File: config.mk
export PLATFORM = sky130hd
export DESIGN_NAME = lfsr_shuffle_rotator
export DESIGN_NICKNAME = d
export VERILOG_FILES = /design/src/rtl/lfsr_shuffle_rotator.sv
export SDC_FILE = /design/constraint.sdc
export NUM_CORES = 1
export LEC_CHECK = 0
export ABC_CLOCK_PERIOD_IN_PS = 3500
export CAP_MARGIN = 20
export CORE_UTILIZATION = 58
export DETAILED_ROUTE_END_ITERATION = 6
export PLACE_DENSITY_LB_ADDON = 0.12
export REMOVE_ABC_BUFFERS = 1
export SETUP_SLACK_MARGIN = 0.1
export SLEW_MARGIN = 20
export SYNTH_ARGS = -nofsm -noshare
export SYNTH_HDL_FRONTEND = slang
export SYNTH_SLANG_ARGS = --single-unit
File: constraint.sdc
create_clock -name CLK -period 3.5 [get_ports CLK]
set_clock_uncertainty 0.2 [all_clocks]
set_input_delay 0.7 -clock CLK [delete_from_list [all_inputs] [get_ports CLK]]
set_output_delay 0.7 -clock CLK [all_outputs]
set_load 0.01 [all_outputs]
File: src/rtl/lfsr_shuffle_rotator.sv
// lfsr_shuffle_rotator
// Number scrambler for the game datapath. A start pulse captures I_NUM and
// applies a fixed stride bit-permutation. The permuted word is then rotated
// left, one bit per cycle, by an amount drawn from a free-running 16-bit LFSR.
// The result is reported with a single-cycle valid pulse.
//
// Ports:
//   CLK        in   1      clock, rising edge
//   RST        in   1      asynchronous reset, active high
//   I_SEED_LD  in   1      (SEED_LOAD_EN only) load I_SEED into the LFSR
//   I_SEED     in   16     (SEED_LOAD_EN only) LFSR seed; 0 is replaced by 1
//   I_START    in   1      start request, sampled only in IDLE
//   I_NUM      in   WIDTH  number to scramble, captured with I_START
//   O_NUM      out  WIDTH  scrambled result, held until the next completion
//   O_VALID    out  1      one-cycle pulse when O_NUM updates
//   O_BUSY     out  1      high while an operation is in flight
//   O_SHIFT    out  SW     rotation amount of the current/last operation
//
// Configuration macro: SEED_LOAD_EN adds the run-time seed load ports.
//
// state  | meaning
// IDLE   | waiting for I_START
// DRAW   | rejection-sampling a rotation amount from the LFSR
// ROTATE | rotating the work word left one bit per cycle
// DONE   | publishing the result and pulsing O_VALID

module lfsr_shuffle_rotator #(
    parameter int          WIDTH   = 10,
    parameter int          STRIDE  = 3,
    parameter logic [15:0] SEED    = 16'hACE1,
    parameter int          MAX_TRY = 8,
    localparam int         SW      = $clog2(WIDTH)
) (
    input  logic             CLK,
    input  logic             RST,
`ifdef SEED_LOAD_EN
    input  logic             I_SEED_LD,
    input  logic [15:0]      I_SEED,
`endif
    input  logic             I_START,
    input  logic [WIDTH-1:0] I_NUM,
    output logic [WIDTH-1:0] O_NUM,
    output logic             O_VALID,
    output logic             O_BUSY,
    output logic [SW-1:0]    O_SHIFT
);

    localparam int          TW       = (MAX_TRY > 1) ? $clog2(MAX_TRY) : 1;
    // An all-zero LFSR would lock up, so a zero seed is replaced by 1.
    localparam logic [15:0] SEED_EFF = (SEED == 16'h0000) ? 16'h0001 : SEED;

    typedef enum logic [1:0] {
        IDLE   = 2'd0,
        DRAW   = 2'd1,
        ROTATE = 2'd2,
        DONE   = 2'd3
    } state_t;

    state_t           state_q, state_d;
    logic [15:0]      lfsr_q, lfsr_d, lfsr_step;
    logic [WIDTH-1:0] work_q, work_d;
    logic [WIDTH-1:0] mid;
    logic [SW-1:0]    count_q, count_d;
    logic [SW-1:0]    shift_q, shift_d;
    logic [TW-1:0]    try_q, try_d;
    logic [WIDTH-1:0] num_q, num_d;
    logic             valid_q, valid_d;
    logic [SW-1:0]    cand;

    // Stride permutation; STRIDE coprime to WIDTH makes this a bijection.
    always_comb begin
        mid = '0;
        for (int i = 0; i < WIDTH; i++) begin
            mid[i] = I_NUM[(i * STRIDE) % WIDTH];
        end
    end

    assign lfsr_step = {lfsr_q[14:0], lfsr_q[15] ^ lfsr_q[13] ^ lfsr_q[12] ^ lfsr_q[10]};

`ifdef SEED_LOAD_EN
    always_comb begin
        lfsr_d = lfsr_step;
        if (I_SEED_LD) begin
            lfsr_d = (I_SEED == 16'h0000) ? 16'h0001 : I_SEED;
        end
    end
`else
    assign lfsr_d = lfsr_step;
`endif

    // DRAW always samples the current register value, so a same-cycle seed
    // load only affects later draws.
    assign cand = lfsr_q[SW-1:0];

    always_comb begin
        state_d = state_q;
        work_d  = work_q;
        count_d = count_q;
        shift_d = shift_q;
        try_d   = try_q;
        num_d   = num_q;
        valid_d = 1'b0;
        case (state_q)
            IDLE: begin
                if (I_START) begin
                    work_d  = mid;
                    try_d   = '0;
                    state_d = DRAW;
                end
            end
            DRAW: begin
                if (int'(cand) < WIDTH) begin
                    shift_d = cand;
                    count_d = cand;
                    state_d = ROTATE;
                end else if (int'(try_q) < MAX_TRY - 1) begin
                    try_d = try_q + 1'b1;
                end else begin
                    // Out of attempts: fold the candidate back into range.
                    shift_d = SW'(int'(cand) - WIDTH);
                    count_d = SW'(int'(cand) - WIDTH);
                    state_d = ROTATE;
                end
            end
            ROTATE: begin
                if (count_q == '0) begin
                    state_d = DONE;
                end else begin
                    work_d  = {work_q[WIDTH-2:0], work_q[WIDTH-1]};
                    count_d = count_q - 1'b1;
                end
            end
            DONE: begin
                num_d   = work_q;
                valid_d = 1'b1;
                state_d = IDLE;
            end
            default: begin
                state_d = IDLE;
            end
        endcase
    end

    always_ff @(posedge CLK or posedge RST) begin
        if (RST) begin
            state_q <= IDLE;
            lfsr_q  <= SEED_EFF;
            work_q  <= '0;
            count_q <= '0;
            shift_q <= '0;
            try_q   <= '0;
            num_q   <= '0;
            valid_q <= 1'b0;
        end else begin
            state_q <= state_d;
            lfsr_q  <= lfsr_d;
            work_q  <= work_d;
            count_q <= count_d;
            shift_q <= shift_d;
            try_q   <= try_d;
            num_q   <= num_d;
            valid_q <= valid_d;
        end
    end

    assign O_NUM   = num_q;
    assign O_VALID = valid_q;
    assign O_SHIFT = shift_q;
    // Registered result/valid land on the edge that returns the FSM to IDLE,
    // so busy is already low while O_VALID is high.
    assign O_BUSY  = (state_q != IDLE);

endmodule

==> out/metrics.cfg <==
[global_routing]
grt_overflow_total=0
grt_max_degree=51
grt_pass1_vias=1370
grtUsageMet3_pct=5.839
grt_first_pass_wirelength_um=6196
grt_util_all_layers_pct=20.89
antenna_found_initial=0
grtUsageMet1_pct=28.79
grt_busiest_layer=met2
met2_usage_pct=30.71

[setup_path]
crit-reg2reg-launch=state_q[0]
crit_buf_inv=3
reg2reg_depth=6
criticalPathCategory=reg2out
worstSetupEndpoint=O_BUSY
cp-start-kind=register
reg2reg_to=count_q[2]
startpoint=state_q[0]
cp.depth=4
cpMostUsedCell=inv_1
crit_path_cell_trace=inv_1, ha_1, inv_1, clkdlybuf4s50_1
endpoint_kind=primary output
rrSetupSlack_ps=950
arrival_ps=1840
cpMaxStageDelayCell=clkdlybuf4s50_1
path_delay_family=buffers and inverters
critPathMaxStageDelay_ps=570
critPathRequiredTime_ps=2600
crit_fanout=4

[synth]
ys_types=34
synth_area_um2=2132
yosysWarningCount=0
avgSynthCellArea_um2=12.47
synthCells=171
synth-seq-cells=50
yosysSeqAreaShare_pct=59.15

[cts]
clockBufferDepth=2
cts_tree=done
h-tree-depth=2
clk_pin_slew_worst_paths_ps=140
post-cts-setup-buffers=0
hold_buffers=0
cts_made_buffers=5
cts_resized=0
clk_latency_ps=370
cts_root_buffer=clkbuf_4
cts_sinks=50

[detailed_routing]
vias_per_cell=5.573
vias=1382
first_iter_violations=80
drc_errors=0
antenna_left=0
wl_per_cell_um=14.68
wirelength_um=3641
drt_pass1_iterations=4

[sta]
fin_crit_sh_pct=78.35
slew_headroom_pct=45.90
finalHoldViolations=0
setup_tns_ps=0
finalSetupViolCount=0
fmax_ghz=0.3647
rsz0062_at_grt=no
finalMaxSlewViolations=0
worst_slew_pin_slew_ps=810.6
finalCriticalPeriod_ps=2742

[layout]
layout-drive-gt1-share_pct=17.82
nets=221
antenna_cells=0
final_cell_mix=dfrtp_1, clkdlybuf4s50_1, mux2_2
seq_area_um2=1261
fillers=238
final_common_cell=dfrtp_1
final_util_pct=74.36
syn2layout_area_growth_pct=19.13
multi_input_area_um2=809.5

[placed_design]
place.gp.congestion=0.7210
port_buffers=28
place_hpwl_um=2499

[die]
die_y_um=62.63
pin_count=29
dieArea_um2=3923
fp-row-count=21
initial_utilization_pct=62.42
die_w_um=62.63
core_area_um2=3416

[power_and_ir_drop]
peakVddDrop_mv=0.5419
power.leakage_nw=1.075
powerDensity_nw_per_um2=808.8

[min_path]
hold_depth=0
hp-class=reg2reg

[run]
drv_cap=0

[outcome]
status=completed

-- routing by layer --
metal  share of wire, %  vias to the layer above
met5                  0                        -
met4                2.0                        0
met3                3.4                        9
met2                 48                       28
met1                 47                      683
li1                   -                      662
-- logic make-up (layout without fill, tap and decap cells) --
group           count (synthesis)  count (layout)  share of synthesized area (%)
compound gates                 37              37                          11.27
fa+ha+maj                       7               7                          4.108
buf+inv                        17              48                          3.462
simple gates                   31              31                          7.747
flops                          50              50                          59.15
xor+xnor                        3               3                          1.233
mux                            26              26                          13.03
-- cell usage after synthesis --
cell type	instances	area, um2
nor4bb_1	1	10.01
dfstp_2	8	210.2
nor3_1	1	5.000
nand2_1	7	26.28
a211oi_1	2	15.01
nor2_1	13	48.80
clkbuf_1	3	11.26
buf_2	2	10.01
o31ai_1	2	15.01
nor4_1	2	12.51
o21ai_1	1	5.000
dfrtp_1	42	1051
o41ai_1	3	26.28
o21bai_1	1	7.510
nor3b_4	1	18.77
mux2i_1	12	120.1
a21o_1	1	7.510
o21ai_0	8	40.04
nor2b_1	1	6.260
o32a_1	2	20.02
o31a_1	1	8.760
mux2_2	14	157.7
a21oi_1	12	60.06
buf_6	1	11.26
ha_1	7	87.58
inv_1	11	41.29
xor2_1	1	8.760
o21ai_2	1	8.760
or3b_1	2	17.52
or2_2	1	6.260
nand3b_1	1	7.510
xnor2_1	2	17.52
and3_1	1	6.260
a22o_1	3	26.28
-- final cells by class --
type | instances | area share, %
Inverter | 11 | 1.675
Clock buffer | 5 | 1.478
Sequential cell | 50 | 49.66
Multi-Input combinational cell | 104 | 31.87
Clock inverter | 3 | 1.724
Timing Repair Buffer | 29 | 11.33
Tap cell | 46 | 2.266
-- worst min-delay path by stage --
| stage | startpoint | to |
|---|---|---|
| 6_report | lfsr_q[14] | lfsr_q[15] |
| 4_1_cts | lfsr_q[14] | lfsr_q[15] |
| 3_3_place_gp | lfsr_q[4] | lfsr_q[5] |
| 2_1_floorplan | lfsr_q[8] | lfsr_q[9] |
| 3_5_place_dp | lfsr_q[9] | lfsr_q[10] |
| 5_1_grt | lfsr_q[14] | lfsr_q[15] |
-- power by group --
part / total, mW / internal (mW) / switching [mW]
Clock: 0.329 / 0.152 / 0.177
Combinational: 0.880 / 0.449 / 0.431
Sequential: 0.846 / 0.736 / 0.110
Total: 2.05 / 1.34 / 0.718
-- state kept, by name, summed over array words and instances (netlist names) --
register and count:
lfsr_q 16, count_q 4, O_SHIFT 4, O_NUM 10, state_q 2, work_q 10
O_VALID 1, try_q 3
-- through the flow --
stage	area [um2]	cells	setup WS [ps]	hold slack (ps)	total power [mW]
after floorplan	2100	165	568.7	131.2	1.417
after global placement	2450	240	888.9	138.3	1.668
after detailed placement	2450	240	807.5	137.9	1.720
after CTS	2531	248	779.8	166.4	2.051
after global routing	2540	248	625.8	171.5	2.210
final	2540	248	757.9	159.7	2.054
-- worst register-to-register path, stage by stage, from the launching register on --
cell	delay, ps
dfrtp_1	450
inv_1	100
ha_1	410
nor4bb_1	580
or2_2	260
o41ai_1	80
or3b_1	370
(Power assumes the default switching activity.)
